<file path="config.mk">
export PLATFORM = sky130hd
export DESIGN_NAME = adc_trigger_capture
export DESIGN_NICKNAME = d
export VERILOG_FILES = /design/src/rtl/adc_trigger_capture.sv
export SDC_FILE = /design/constraint.sdc
export NUM_CORES = 2
export LEC_CHECK = 0
export BUFFER_PORTS_ARGS = -buffer_cell sky130_fd_sc_hd__buf_4
export CORE_MARGIN = 4
export CORE_UTILIZATION = 57
export CTS_CLUSTER_SIZE = 40
export DETAILED_ROUTE_END_ITERATION = 16
export GPL_TIMING_DRIVEN = 0
export PLACE_DENSITY_LB_ADDON = 0.05
export SLEW_MARGIN = 25
export SYNTH_ARGS = -nofsm -noshare
export SYNTH_HDL_FRONTEND = slang
export SYNTH_SLANG_ARGS = --single-unit
export TNS_END_PERCENT = 1
</file>
<file path="constraint.sdc">
create_clock -name clk -period 3.3 [get_ports clk]
set_clock_uncertainty 0.2 [all_clocks]
set_input_delay 0 -clock clk [delete_from_list [all_inputs] [get_ports clk]]
set_output_delay 0 -clock clk [all_outputs]
set_load 0.05 [all_outputs]
</file>
<file path="src/rtl/adc_trigger_capture.sv">
// Records one DEPTH-sample window around a threshold crossing or forced trigger, then streams it out.
// Latency: first rd_valid two cycles after READOUT entry, then one sample per cycle while rd_ready is high.
// Backpressure: rd_ready low holds rd_data/rd_last stable; input samples are dropped outside the capture states.
module adc_trigger_capture #(
  parameter int DATA_WIDTH = 12,
  parameter int ADDR_WIDTH = 8,
  parameter int PRETRIG    = 32
) (
  input  logic                  clk,
  input  logic                  rstn,
  input  logic [DATA_WIDTH-1:0] sample_in,
  input  logic                  sample_valid,
  input  logic                  arm,
  input  logic                  abort,
  input  logic                  force_trig,
  input  logic [DATA_WIDTH-1:0] threshold,
  input  logic                  trig_falling,
  output logic [DATA_WIDTH-1:0] rd_data,
  output logic                  rd_valid,
  output logic                  rd_last,
  input  logic                  rd_ready,
  output logic [2:0]            state,
  output logic                  done
);

  localparam int DEPTH = 1 << ADDR_WIDTH;
  localparam int CNT_W = ADDR_WIDTH + 1;

  // Terminal counts: the transition happens on the write that completes each phase.
  localparam logic [CNT_W-1:0]      PRE_LAST  = CNT_W'(PRETRIG - 1);
  localparam logic [CNT_W-1:0]      POST_LAST = CNT_W'(DEPTH - PRETRIG - 2);
  localparam logic [CNT_W-1:0]      RD_LAST   = CNT_W'(DEPTH - 1);
  localparam logic [CNT_W-1:0]      RD_TOTAL  = CNT_W'(DEPTH);
  localparam logic [ADDR_WIDTH-1:0] PRE_OFS   = ADDR_WIDTH'(PRETRIG);

  typedef enum logic [2:0] {
    S_IDLE    = 3'd0,
    S_PREFILL = 3'd1,
    S_ARMED   = 3'd2,
    S_POST    = 3'd3,
    S_READOUT = 3'd4
  } state_t;

  state_t st;

  logic [DATA_WIDTH-1:0] mem [DEPTH];

  logic [ADDR_WIDTH-1:0] wr_ptr;
  logic [ADDR_WIDTH-1:0] trig_ptr;
  logic [ADDR_WIDTH-1:0] rd_ptr;
  logic [CNT_W-1:0]      fill_cnt;
  logic [CNT_W-1:0]      post_cnt;
  logic [CNT_W-1:0]      rd_cnt;
  logic [DATA_WIDTH-1:0] prev;
  logic                  prev_ok;
  logic                  ro_wait;

  logic capturing;
  logic wr_en;
  logic rise_hit;
  logic fall_hit;
  logic trig_hit;
  logic rd_xfer;
  logic rd_fetch;

  assign state = st;

  // Every valid sample is written while a capture is in progress.
  assign capturing = (st == S_PREFILL) || (st == S_ARMED) || (st == S_POST);
  assign wr_en     = capturing && sample_valid;

  // Crossing detection needs a previous sample from this capture; force wins without one.
  assign rise_hit = prev_ok && (prev <  threshold) && (sample_in >= threshold);
  assign fall_hit = prev_ok && (prev >= threshold) && (sample_in <  threshold);
  assign trig_hit = (st == S_ARMED) && sample_valid &&
                    (force_trig || (trig_falling ? fall_hit : rise_hit));

  // A fetch refills the output slot whenever it is empty or being drained this cycle.
  assign rd_xfer  = rd_valid && rd_ready;
  assign rd_fetch = (st == S_READOUT) && !ro_wait && (rd_cnt != RD_TOTAL) &&
                    (!rd_valid || rd_ready);

  // Sample buffer write port; contents are deliberately not cleared by reset.
  always_ff @(posedge clk) begin
    if (wr_en) begin
      mem[wr_ptr] <= sample_in;
    end
  end

  // Synchronous read register doubles as rd_data; it only advances on a fetch so stalls hold it.
  always_ff @(posedge clk or negedge rstn) begin
    if (!rstn) begin
      rd_data <= '0;
    end else if (rd_fetch) begin
      rd_data <= mem[rd_ptr];
    end
  end

  // Control FSM: capture counters, trigger pointer and the readout handshake registers.
  always_ff @(posedge clk or negedge rstn) begin
    if (!rstn) begin
      st       <= S_IDLE;
      wr_ptr   <= '0;
      trig_ptr <= '0;
      rd_ptr   <= '0;
      fill_cnt <= '0;
      post_cnt <= '0;
      rd_cnt   <= '0;
      prev     <= '0;
      prev_ok  <= 1'b0;
      ro_wait  <= 1'b0;
      rd_valid <= 1'b0;
      rd_last  <= 1'b0;
      done     <= 1'b0;
    end else begin
      done <= 1'b0;

      if (wr_en) begin
        wr_ptr  <= wr_ptr + 1'b1;
        prev    <= sample_in;
        prev_ok <= 1'b1;
      end

      if (abort) begin
        st       <= S_IDLE;
        rd_valid <= 1'b0;
        rd_last  <= 1'b0;
        ro_wait  <= 1'b0;
      end else begin
        case (st)
          S_IDLE: begin
            if (arm) begin
              wr_ptr   <= '0;
              fill_cnt <= '0;
              prev_ok  <= 1'b0;
              st       <= S_PREFILL;
            end
          end

          S_PREFILL: begin
            if (wr_en) begin
              fill_cnt <= fill_cnt + 1'b1;
              if (fill_cnt == PRE_LAST) begin
                st <= S_ARMED;
              end
            end
          end

          S_ARMED: begin
            if (trig_hit) begin
              trig_ptr <= wr_ptr;
              post_cnt <= '0;
              st       <= S_POST;
            end
          end

          S_POST: begin
            if (wr_en) begin
              post_cnt <= post_cnt + 1'b1;
              if (post_cnt == POST_LAST) begin
                // Record starts PRETRIG samples before the trigger, wrapping mod DEPTH.
                rd_ptr  <= trig_ptr - PRE_OFS;
                rd_cnt  <= '0;
                ro_wait <= 1'b1;
                st      <= S_READOUT;
              end
            end
          end

          S_READOUT: begin
            // One idle cycle on entry, so the first sample appears two cycles in.
            ro_wait <= 1'b0;
            if (rd_fetch) begin
              rd_ptr   <= rd_ptr + 1'b1;
              rd_cnt   <= rd_cnt + 1'b1;
              rd_valid <= 1'b1;
              rd_last  <= (rd_cnt == RD_LAST);
            end else if (rd_xfer) begin
              rd_valid <= 1'b0;
              rd_last  <= 1'b0;
            end
            if (rd_xfer && rd_last) begin
              done <= 1'b1;
              st   <= S_IDLE;
            end
          end

          default: begin
            st <= S_IDLE;
          end
        endcase
      end
    end
  end

endmodule
</file>
======== After elaboration in Yosys (flattened, before gate mapping) ========
Memory sizes are Yosys's and may differ from the RTL's. A register that Yosys moved wholly into a read port is not among the register bits.
Cells that the tools add are included.
storage, ports and cells
  flip-flop bits (word level) ............. 71
  memory bits (writable) .................. 3,072
  bits of input ports ..................... 32
  output and inout port bits .............. 18
  word-level logic and storage cells ...... 127
  memories ................................ 1
operators by class
  add/subtract/negate cells ............... 6
  $lt $le $gt $ge ......................... 4
  equal/unequal tests ..................... 21
  mux-type cells .......................... 48
  bitwise logic cells ..................... 1
  reduce and logical (&&, ||, !) cells .... 33
memory list
  name  depth  bits a word  rd ports  clocked after memory_dff  wr ports  RTL line  text
  mem   256    12           1         1                         1         46        logic [DATA_WIDTH-1:0] mem [DEPTH];
operators with widths
  kind                                                                   count
  9-bit 2-to-1 mux                                                       7
  8-bit 2-to-1 mux                                                       7
  9-bit one-hot mux with 2 select lines                                  3
  9-bit by 1-bit adder with 9-bit output, second input constant          3
  12-bit greater-or-equal comparator                                     2
  12-bit < comparator                                                    2
  3-bit 2-to-1 mux                                                       8
  1-bit 2-to-1 mux                                                       20
  9-bit by 8-bit equality test with 1-bit output, second input constant  2
  8-bit by 1-bit adder with 8-bit output, second input constant          2
  8-bit one-hot mux with 2 select lines                                  1
  3-bit one-hot mux with 5 select lines                                  1
  1-bit logical AND                                                      12
  3-bit != test, second input constant                                   4
  2-bit != test, second input constant                                   5
  9-bit by 5-bit equality test with 1-bit output, second input constant  1
  3-bit by 2-bit != test with 1-bit output, second input constant        3
  9-bit != test, second input constant                                   1
  4-bit AND reduction                                                    2
  2-bit nonzero test                                                     4
  8-bit by 6-bit subtractor with 8-bit output, second input constant     1
  7-bit AND reduction                                                    1
  3-bit by 2-bit equality test with 1-bit output, second input constant  2
  3-bit AND reduction                                                    2
  other kinds (11)                                                       17

======== Logic depth before layout (Yosys ltp) ========
  depth after elaboration ................. 9
  depth in mapped cells ................... 12
  mapped depth without buffers ............ 10

======== Least setup slack after synthesis ========
Ideal clock, no wire load.
  kind .................................... flip-flop to flip-flop
  from .................................... register st[1] (netlist: state[1])
  to ...................................... memory mem[219][0], enable pin
  setup time .............................. 380 ps
  data arrival time ....................... 2,867 ps
  data required time ...................... 2,720 ps
  path slack .............................. -147 ps
  stages on the path, launching flop included .. 10
  path buffers ............................ 3
  period minus slack after synthesis ...... 3,447 ps
  cell sequence ........................... dfrtp_1 clkbuf_1 nor2_1 nor3b_1 clkbuf_1 nand2_1 nor2_1 nand2_1 clkbuf_1 nor2_1
between the ends
  word-level cells in the longest chain between the ends .. 6
  elaborated cells on any way between the ends .. 8
  classes of those cells .................. eq/ne (3); mux (2); reduce/logical (3)
ends and longest elaborated chain
  element                                                                                                           RTL line  text
  start, declared                                                                                                   44        state_t st;
  start signal, assigned                                                                                            102       st <= S_IDLE;
  start signal, assigned                                                                                            125       st <= S_IDLE;
  start signal, assigned                                                                                            136       st <= S_PREFILL;
  3-bit by 1-bit equality test with 1-bit output or 3-bit by 2-bit equality test with 1-bit output (tied branches)  69        assign capturing = (st == S_PREFILL) || (st == S_ARMED) || (st == S_POST);
  1-bit logical OR                                                                                                  69
  1-bit logical OR *                                                                                                69
  1-bit logical AND *                                                                                               70        assign wr_en = capturing && sample_valid;
  1-bit 2-to-1 mux *                                                                                                85        if (wr_en) begin
  1-bit 2-to-1 mux (implied by the code) *                                                                          86        mem[wr_ptr] <= sample_in;
  end, declared                                                                                                     46
Mark *: on every way between the ends. The rest lies on a longest branch, timed or not.

==> run summary <==
Die height: 472 um
Startpoint of the worst setup timing path: rd_ptr[6]$_DFFE_PN0P_
Dominant register cell in the synthesized netlist: sky130_fd_sc_hd__edfxtp_1
Number of max-cap violations: 0
Grt ovf: 0
Starting utilization of the core area: 57.5%
Area contributors post-synth: sky130_fd_sc_hd__edfxtp_1 75%, sky130_fd_sc_hd__mux4_2 14%, sky130_fd_sc_hd__mux2i_1 2.3%
Accumulated negative setup slack: -64.58 ns
Power per standard cell area: 732 nW/um^2
Via-to-Cell Ratio: 6.71
CTS tree: built
Share of synthesized registers carrying an async set or reset: 2.63%
Starting DRC count in detailed routing: 8011
Worst Slack Setup Final: -0.379 ns
Portion of total power attributed to sequential cells: 42.6%
R2R Path End: rd_data[9]$_DFFE_PN0P_
Number of detailed-routing iterations run before antenna repair: 10
Compound-Gate Fraction of Synth Area: 2.61%
Final Routed Wirelength: 346000 um
Critical path fanouts, max: 10
Final count of hold timing violations: 3
Post-DP HPWL: 227000 um
Wire length of the first global-routing pass: 483000 um
Post-route DRC: 0
Result of the run: complete, but fails checks
Vias after detailed routing: 62400
Net switching share of the total power: 29.0%
Internal Power: 74.4 mW
Power spent charging and discharging nets: 30.4 mW
Library cell occupying the most area in the post-synthesis netlist: sky130_fd_sc_hd__edfxtp_1
Total number of nets in the final design: 6311
IR Drop Worst-Case VDD: 637 uV
Slew at the pin with the worst max-slew slack: 1.42 ns
XOR/XNOR Fraction of Synth Area: 0.100%
Final Wtd Congestion: 0.935
Share of final-layout standard cells stronger than drive strength 1: 32.4%
Number of routed nets with antenna violations: 0
Required time of the worst setup path: 3.93 ns
Maximum number of pins on one net before global-route repair: 128
Clock group share of total power: 32.9%
Core ar.: 213000 um^2
Leak: 44.3 nW
Most common cell in the netlist: sky130_fd_sc_hd__edfxtp_1
Multiplexer share of the synthesized area: 16.4%
Period utilisation layout: 111%
Number of enable-type register cells in the synthesized netlist: 3072
Clk sink count: 3155
Number of warning messages in the yosys log: 0
Overall power after layout: 105 mW
P&R area growth vs syn: 16.9%
R2R Setup Slk: -0.38 ns
Skew-Pair Late Insertion Delay: 0.95 ns
Die W: 472 um
Port Buf Inserts: 49
Combinational family with the most area after synthesis: multiplexers
Proportion of netlist area held by the largest area contributor: 75.3%
Flip-flop and latch count after synthesis: 3155
I/O pin count: 50
H-Tree Level Count: 5
Final setup violation count: 669
Net count after synthesis: 5761
Synth unique cells: 57
Aggregate global-route resource usage: 31.4%
Most frequent cells after synthesis: 3072 x sky130_fd_sc_hd__edfxtp_1, 758 x sky130_fd_sc_hd__mux4_2, 324 x sky130_fd_sc_hd__nor2_1
Share of synthesized cell area in full adder, half adder and majority cells: 0.368%
Wire per inst: 37.3 um
Share of synthesized cell area in and, or, nand and nor gates: 2.15%
Root Buffer: sky130_fd_sc_hd__clkbuf_16
Element type at the critical path start: flop
Post-Syn Instances: 5693
Worst Hold Launch: sample_in[8]
Violated checks: hold timing, setup timing
Reg2Reg Depth: 6
Worst Hold End: mem[20][8]$_DFFE_PP_
Class of the worst hold path: input port to flop
Mean area per synthesized cell: 21.5 um^2
Antenna violations before repair: 11
Hold path cells: 3
Number of global-route vias before repair: 61400
Site row count: 169
Start-to-end type of the worst setup path: flop to flop
Max Fclk: 272 MHz
CTS Buf Count: 331
Die area: 222000 um^2
Setup repair after global routing missed its margin: true
Sequential area share after synthesis: 77.0%
Combinational share of power: 24.5%
Clock tree buffer depth: 4
Kind of capture point of the worst setup path: flop
Final critical delay including setup and external delays: 3.68 ns
Origin of the critical flop-to-flop path: rd_ptr[6]$_DFFE_PN0P_
Worst hold margin: -0.0153 ns
Syn Std Cell Area: 123000 um^2
Clock transition at path regs: 0.06 ns
Relative max-transition margin: 5.60%
Total count of max-transition violations in the final report: 0
WP data arrival: 4.30 ns
-- metrics by stage --
step | std cells | instance area [um^2] | utilization (%) | setup slack (ns)
4_1_cts | 9283 | 143000 | 67.0 | -0.299
3_3_place_gp | 8563 | 126000 | 59.4 | -2.50
6_report | 9297 | 143000 | 67.3 | -0.379
2_1_floorplan | 5693 | 123000 | - | -0.147
3_5_place_dp | 8624 | 129000 | 60.4 | -1.89
5_1_grt | 9293 | 143000 | 67.2 | -0.326
-- layout by cell type, fill, tap and decap left out, types with 21 or more instances in the layout --
cell and count:
sky130_fd_sc_hd__o22ai_1 57, sky130_fd_sc_hd__ha_1 35, sky130_fd_sc_hd__nand2_1 128, sky130_fd_sc_hd__a21oi_1 80, sky130_fd_sc_hd__buf_4 111, sky130_fd_sc_hd__clkinv_2 50, sky130_fd_sc_hd__mux2i_2 37, sky130_fd_sc_hd__buf_6 57
sky130_fd_sc_hd__buf_8 42, sky130_fd_sc_hd__mux4_2 758, sky130_fd_sc_hd__nor2_4 188, sky130_fd_sc_hd__buf_12 52, sky130_fd_sc_hd__mux2i_4 21, sky130_fd_sc_hd__o221ai_1 87, sky130_fd_sc_hd__a32oi_1 34, sky130_fd_sc_hd__clkinv_1 64
sky130_fd_sc_hd__nor2_2 76, sky130_fd_sc_hd__mux2i_1 227, sky130_fd_sc_hd__nor2_1 60, sky130_fd_sc_hd__clkbuf_2 65, sky130_fd_sc_hd__nand4_1 37, sky130_fd_sc_hd__clkbuf_16 334, sky130_fd_sc_hd__clkbuf_1 124, sky130_fd_sc_hd__buf_16 55
sky130_fd_sc_hd__buf_2 24, sky130_fd_sc_hd__edfxtp_1 3072, sky130_fd_sc_hd__inv_1 26, sky130_fd_sc_hd__clkbuf_4 27, sky130_fd_sc_hd__dfrtp_1 80, sky130_fd_sc_hd__o21ai_0 35, sky130_fd_sc_hd__dlygate4sd3_1 47
-- metal layers --
layer	GRT usage [%]	up-vias	part of all wire (%)
li1	-	25100	-
met1	44.0	33500	38
met2	48.7	3157	47
met3	7.18	637	9.5
met4	12.7	6	4.7
met5	0	-	0.066
-- cell type report --
cell class	count	area (um^2)
clock buffers	415	8660
clock inverters	145	1100
repair buffers	225	3420
plain buffers	321	2800
multi-input cells	2182	29200
flip-flops and latches	3155	94300
well taps	2821	3530
inverters	27	115
fillers	13400	69700
diodes	6	15.0
-- sequential cells by signal, indices dropped and copies added (netlist names), 3 cells and up --
register  count
state         3
wr_ptr        8
prev         12
mem        3072
rd_data      12
rd_ptr        8
post_cnt      9
fill_cnt      9
trig_ptr      8
rd_cnt        9
-- worst max path at each step --
stage / end / slack, ns / depth (start not counted)
2_1_floorplan: mem[219][0]$_DFFE_PP_ / -0.15 / 9
3_3_place_gp: mem[155][11]$_DFFE_PP_ / -2.50 / 9
3_5_place_dp: rd_data[8]$_DFFE_PN0P_ / -1.89 / 10
4_1_cts: rd_data[8]$_DFFE_PN0P_ / -0.30 / 9
5_1_grt: mem[242][7]$_DFFE_PP_ / -0.33 / 4
6_report: rd_data[9]$_DFFE_PN0P_ / -0.38 / 6
-- repair_timing --
item / CTS / global route
endpoints found under the hold margin: 3121 / 4
setup buffers: 39 / 10
resized for setup: 769 / 125
endpoints found under the setup margin: 3096 / 2558
gates cloned: 1 / 1
pin swaps: 54 / 34
hold buffers: 64 / 1
-- power by group through the flow --
stage               logic, mW  registers, mW  clock network, mW
detailed placement       22.7           45.4                  0
floorplan                13.2           45.5                  0
CTS                      25.0           44.6               34.8
global placement         22.4           45.5                  0
finish                   25.7           44.7               34.5
global route             26.5           44.7               36.6
-- critical path, stage by stage (launching register included) --
cell	delay, ns
sky130_fd_sc_hd__dfrtp_1	0.78
sky130_fd_sc_hd__clkbuf_1	0.81
sky130_fd_sc_hd__nand3b_1	0.30
sky130_fd_sc_hd__clkbuf_1	0.37
sky130_fd_sc_hd__o211ai_1	0.67
sky130_fd_sc_hd__a211oi_2	0.12
sky130_fd_sc_hd__a211o_1	0.29
-- kinds of logic (layout without fill, tap and decap cells) --
logic type               after synthesis  after routing
AO/OA/AOI/OAI                        454            454
XOR/XNOR                              14             14
adder cells (fa/ha/maj)               36             36
buffers and inverters                356           1133
flip-flops                          3155           3155
multiplexers                        1061           1061
other                                  0              6
AND/OR/NAND/NOR                      617            617
Power figures use the tool's default switching activity.
